### src/rtl/sap_pkg.sv
// ============================================================================
// Module  : sap_pkg
// Purpose : Shared types for the SAP register bank: register operation
//           encoding, bus-control decode and default bank geometry.
// Rev     : 1.0  initial release
// ============================================================================
`default_nettype none

package sap_pkg;

  // Default bank geometry
  localparam int DEF_WIDTH = 8;
  localparam int DEF_DEPTH = 4;

  // One operation is applied to the selected register per cycle
  typedef enum logic [1:0] {
    OP_HOLD = 2'd0,
    OP_LOAD = 2'd1,
    OP_INC  = 2'd2,
    OP_DEC  = 2'd3
  } op_e;

  // Active-low control strobes to an operation. Load wins over inc/dec;
  // asserting inc and dec together cancels both and the bank holds.
  function automatic op_e decode_op(input logic n_load,
                                    input logic n_inc,
                                    input logic n_dec);
    op_e op;
    op = OP_HOLD;
    if (!n_load) begin
      op = OP_LOAD;
    end else if (!n_inc && n_dec) begin
      op = OP_INC;
    end else if (n_inc && !n_dec) begin
      op = OP_DEC;
    end
    return op;
  endfunction

endpackage : sap_pkg

`default_nettype wire

### src/rtl/sap_reg_cell.sv
// ============================================================================
// Module  : sap_reg_cell
// Purpose : One WIDTH-bit register of the SAP bank. Computes the value it
//           would take under the presented operation (next_o) together with
//           the wrap condition of that operation, and commits it when enabled.
// Rev     : 1.0  initial release
// ============================================================================
`default_nettype none

module sap_reg_cell
  import sap_pkg::*;
#(
  parameter int WIDTH = DEF_WIDTH
) (
  input  logic             clk,
  input  logic             rst,
  input  logic             en_i,
  input  op_e              op_i,
  input  logic [WIDTH-1:0] bus_i,
  output logic [WIDTH-1:0] value_o,
  output logic [WIDTH-1:0] next_o,
  output logic             wrap_o
);

  logic [WIDTH-1:0] value_q;
  logic [WIDTH-1:0] value_d;
  logic             wrap_d;

  // Candidate next value and wrap flag for the presented operation
  always_comb begin
    value_d = value_q;
    wrap_d  = 1'b0;
    case (op_i)
      OP_LOAD: begin
        value_d = bus_i;
      end
      OP_INC: begin
        value_d = value_q + WIDTH'(1);
        wrap_d  = &value_q;
      end
      OP_DEC: begin
        value_d = value_q - WIDTH'(1);
        wrap_d  = ~|value_q;
      end
      default: begin
        value_d = value_q;
        wrap_d  = 1'b0;
      end
    endcase
  end

  // Storage: reset clears, otherwise update only when this cell is targeted
  always_ff @(posedge clk) begin
    if (rst) begin
      value_q <= '0;
    end else if (en_i && (op_i != OP_HOLD)) begin
      value_q <= value_d;
    end
  end

  assign value_o = value_q;
  assign next_o  = value_d;
  assign wrap_o  = wrap_d;

endmodule : sap_reg_cell

`default_nettype wire

### src/rtl/sap_reg_bank.sv
// ============================================================================
// Module  : sap_reg_bank
// Purpose : DEPTH x WIDTH general-purpose register bank for the SAP datapath.
//           Each cycle one register (wsel) may be loaded from the bus,
//           incremented or decremented; one register (rsel) is read out with
//           zero status, and a single shared carry flag records the wrap of
//           the last inc/dec (cleared by load).
// Config  : SAP_REG_BANK_BYPASS_EN - when defined, a read of the register
//           being written shows its next value in the same cycle.
// Rev     : 1.0  initial release
// ============================================================================
`default_nettype none

module sap_reg_bank
  import sap_pkg::*;
#(
  parameter int WIDTH = DEF_WIDTH,
  parameter int DEPTH = DEF_DEPTH,
  localparam int AW   = $clog2(DEPTH)
) (
  input  logic             clk,
  input  logic             rst,
  input  logic             n_load,
  input  logic             n_inc,
  input  logic             n_dec,
  input  logic [AW-1:0]    wsel,
  input  logic [AW-1:0]    rsel,
  input  logic [WIDTH-1:0] bus,
  output logic [WIDTH-1:0] value,
  output logic             zero,
  output logic             carry
);

`ifdef SAP_REG_BANK_BYPASS_EN
  localparam bit BYPASS = 1'b1;
`else
  localparam bit BYPASS = 1'b0;
`endif

  op_e              op;
  logic             op_active;
  logic [WIDTH-1:0] cell_value [DEPTH];
  logic [WIDTH-1:0] cell_next  [DEPTH];
  logic             cell_wrap  [DEPTH];
  logic             carry_q;
  logic             carry_d;
  logic             rd_hit;

  assign op        = decode_op(n_load, n_inc, n_dec);
  assign op_active = (op != OP_HOLD);

  // One cell per register; only the cell addressed by wsel is enabled
  for (genvar i = 0; i < DEPTH; i++) begin : g_cell
    sap_reg_cell #(
      .WIDTH (WIDTH)
    ) u_cell (
      .clk     (clk),
      .rst     (rst),
      .en_i    (wsel == AW'(i)),
      .op_i    (op),
      .bus_i   (bus),
      .value_o (cell_value[i]),
      .next_o  (cell_next[i]),
      .wrap_o  (cell_wrap[i])
    );
  end : g_cell

  // Shared carry: takes the wrap of the active op (a load reports no wrap)
  always_comb begin
    carry_d = carry_q;
    if (op_active) begin
      carry_d = cell_wrap[wsel];
    end
  end

  // Carry register with synchronous reset overriding the op
  always_ff @(posedge clk) begin
    if (rst) begin
      carry_q <= 1'b0;
    end else begin
      carry_q <= carry_d;
    end
  end

  // Read port: stored contents, or the in-flight value when bypassing
  always_comb begin
    rd_hit = BYPASS && op_active && (rsel == wsel);
    value  = rd_hit ? cell_next[rsel] : cell_value[rsel];
    zero   = (value == '0);
  end

  assign carry = carry_q;

endmodule : sap_reg_bank

`default_nettype wire

### config.mk
export PLATFORM = sky130hd
export DESIGN_NAME = sap_reg_bank
export DESIGN_NICKNAME = d
export VERILOG_FILES = /design/src/rtl/sap_pkg.sv /design/src/rtl/sap_reg_cell.sv /design/src/rtl/sap_reg_bank.sv
export SDC_FILE = /design/constraint.sdc
export NUM_CORES = 1
export LEC_CHECK = 0
export CELL_PAD_IN_SITES_DETAIL_PLACEMENT = 0
export CELL_PAD_IN_SITES_GLOBAL_PLACEMENT = 1
export CORE_AREA = 2 2 84 86
export CTS_BUF_LIST = sky130_fd_sc_hd__clkbuf_16
export DETAILED_ROUTE_END_ITERATION = 16
export DIE_AREA = 0 0 86 88
export GPL_ROUTABILITY_DRIVEN = 0
export PLACE_DENSITY = 0.83
export SLEW_MARGIN = 20
export SYNTH_ARGS = -nofsm -noshare
export SYNTH_HDL_FRONTEND = slang
export SYNTH_SLANG_ARGS = --single-unit
### constraint.sdc
create_clock -name clk -period 3.3 [get_ports clk]
set_input_delay 0.495 -clock clk [delete_from_list [all_inputs] [get_ports clk]]
set_output_delay 0.495 -clock clk [all_outputs]
set_load 0.05 [all_outputs]
==> results.cfg <==
[status]
outcome = finished clean

[cts]
numClockSinks = 33
post_cts_resize_count = 0
cts_setup_buffers = 0
root_buffer = clkbuf_16
cts_buffers = 5
cts_tree = yes
clockBufferDepth = 2
holdBufCountCts = 0
path_clk_slew_ns = 0.06
clock_latency_ns = 0.28
htree_levels = 2

[place]
dp_hpwl_um = 6380
portBuffers = 26
place_area_mm2 = 0.00314

[routing]
drtIter0Drc = 161
ant_nets = 0
wl_per_cell_um = 19.2
wl_um = 8840
num_vias = 3007
viasPerCell = 6.52
drt-pass1-iter-count = 5
remaining_drc_errors = 0

[yosys]
synth_warnings = 0
synth_simple_gate_area_share_pct = 33.8
ys_types = 58
avgSynthCellArea_um2 = 7.62
seq_area_frac_synth_pct = 23.7
yosys.area_share.adder_pct = 2.25
synthesis.nets = 387
synth_enable_flop_cells = 0
synth_area_mm2 = 0.00278
synth_top_area_share_pct = 23.7
muxShareOfSynthArea_pct = 11.2
synth_top_area_cell = dfxtp_1
synth_top_family_by_area = simple AND/OR/NAND/NOR gates
synth_ff_type = dfxtp_1
synth_xor_area_share_pct = 1.26
syn-instance-count = 365
ys_seq_elements = 33
async_flop_share_pct = 0
synth_compound_area_share_pct = 22.2
synth.area.top_cells = dfxtp_1, a21oi_1, mux4_2

[setup_path]
regToRegEndpoint = g_cell[3].u_cell.value_o[6]
crit_type = in2out
cp_data_arrival_time_ns = 2.58
ff2ff_path_depth = 5
startpoint_type = input port
cp.required_ns = 2.80
crit_path_end_kind = output port
r2r_start = g_cell[3].u_cell.value_o[1]
worstPathMaxFanout = 8
r2r_setup_slack_ns = 1.37
setup.worst_path.start = rsel[1]

[sta]
fin_crit_sh_pct = 93.2
fin_crit_ns = 3.08
worstMarginPinSlew_ns = 0.907
finalSetupViolations = 0
max_freq_mhz = 325
rsz0062_at_grt = false
skew_ns = 0.00522
drv_slew = 0
hold_violations = 0
slew_headroom_pct = 39.3
fin_setup_tns_ns = 0

[finish]
final_common_cell = a21oi_1
utilization_pct = 50.1
nets = 402
layout_common_cells = a21oi_1, nor2_1, dfxtp_1
syn2layout_area_growth_pct = 19.6
diodes = 0
fillerInstances = 622
fin_area_mm2 = 0.00333
drive_gt1_share_pct = 13.1

[global_routing]
antenna_found_initial = 0
grt_pass1_vias = 2723
grt.total_usage_pct = 23.8
grt_max_degree = 24
overflow = 0
grt_first_pass_wirelength_um = 14100

[hold_path]
min_path_type = reg2reg
min_to = carry
hold_path_depth = 2
min-delay-start = carry

[floorplan]
placementRows = 30
core_area_mm2 = 0.00664
io_pins = 27
die-height_um = 88
dieWidth_um = 86
die-area_mm2 = 0.00757
initial_core_util_pct = 41.9

[pwr]
power_leakage_nw = 1.14
ir_worst_vdd_v = 0.000252
power_density_mw_per_mm2 = 433

[run]
maxCapViolCount = 0
-- report_power, final --
| group | total [mW] | internal, mW | leakage [nW] | switching, mW |
|---|---|---|---|---|
| Clock | 0.618 | 0.431 | 0.0938 | 0.186 |
| Combinational | 0.347 | 0.147 | 0.779 | 0.200 |
| Sequential | 0.474 | 0.423 | 0.269 | 0.0516 |
-- cell usage after synthesis, types with 5 or more instances --
library cell and n:
nand3_1 15, a21oi_1 43, a21o_1 6, nor4_1 6, mux4_2 7, nand2_1 26, or4_1 6, o31ai_1 6
clkbuf_1 22, and2_1 6, dfxtp_1 33, nor2_1 34, a311oi_1 5, nand2b_1 9, ha_1 5, buf_2 6
mux2i_1 6, o21ai_0 10, or3_1 9, nor3_1 22
-- cell families after synthesis --
| kind of cell | Yosys count |
|---|---|
| compound gates | 97 |
| mux | 20 |
| simple gates | 169 |
| flops | 33 |
| xor+xnor | 4 |
| fa+ha+maj | 5 |
| buf+inv | 37 |
-- critical path, stage by stage --
cell	delay (ns)
clkdlybuf4s50_1	0.50
buf_12	0.14
mux4_1	0.57
or4_1	0.55
nor2_2	0.17
buf_12	0.15
-- metrics by stage --
stage	setup WS, ns	power (mW)	instances	hold WS (ns)
2_1_floorplan	0.177	0.698	365	0.489
3_3_place_gp	0.237	0.821	453	0.494
3_5_place_dp	0.205	0.824	453	0.499
4_1_cts	0.212	1.44	461	0.507
5_1_grt	0.175	1.50	461	0.575
6_report	0.223	1.44	461	0.501
-- cell type report --
cell class	instances	area (µm²)	area share [%]
inverter	4	15.0	0.451
tap	80	100	3.01
timing repair buffer	41	388	11.7
clock inverter	3	65.1	1.96
multi-input combinational	295	1970	59.3
clock buffer	5	125	3.76
sequential	33	661	19.9
-- flip-flops by register name, summed over array words and instances, names as in the netlist --
register	flops
g_cell.u_cell.value_o	32
carry	1
-- worst max path at each step --
stage	to	slack (ns)
after global placement	zero	0.24
after global routing	zero	0.17
final	zero	0.22
after floorplan	zero	0.18
after CTS	zero	0.21
after detailed placement	zero	0.21
-- layer usage --
layer | routed length (µm) | GRT usage [%] | share of wire (%) | vias to the layer above
met5 | 0 | 0 | 0 | -
met4 | 240 | 9.38 | 2.7 | 0
met3 | 616 | 4.43 | 7.0 | 21
met2 | 4170 | 39.5 | 47 | 116
met1 | 3810 | 30.7 | 43 | 1459
li1 | - | - | - | 1411
(Power assumes the default switching activity.)
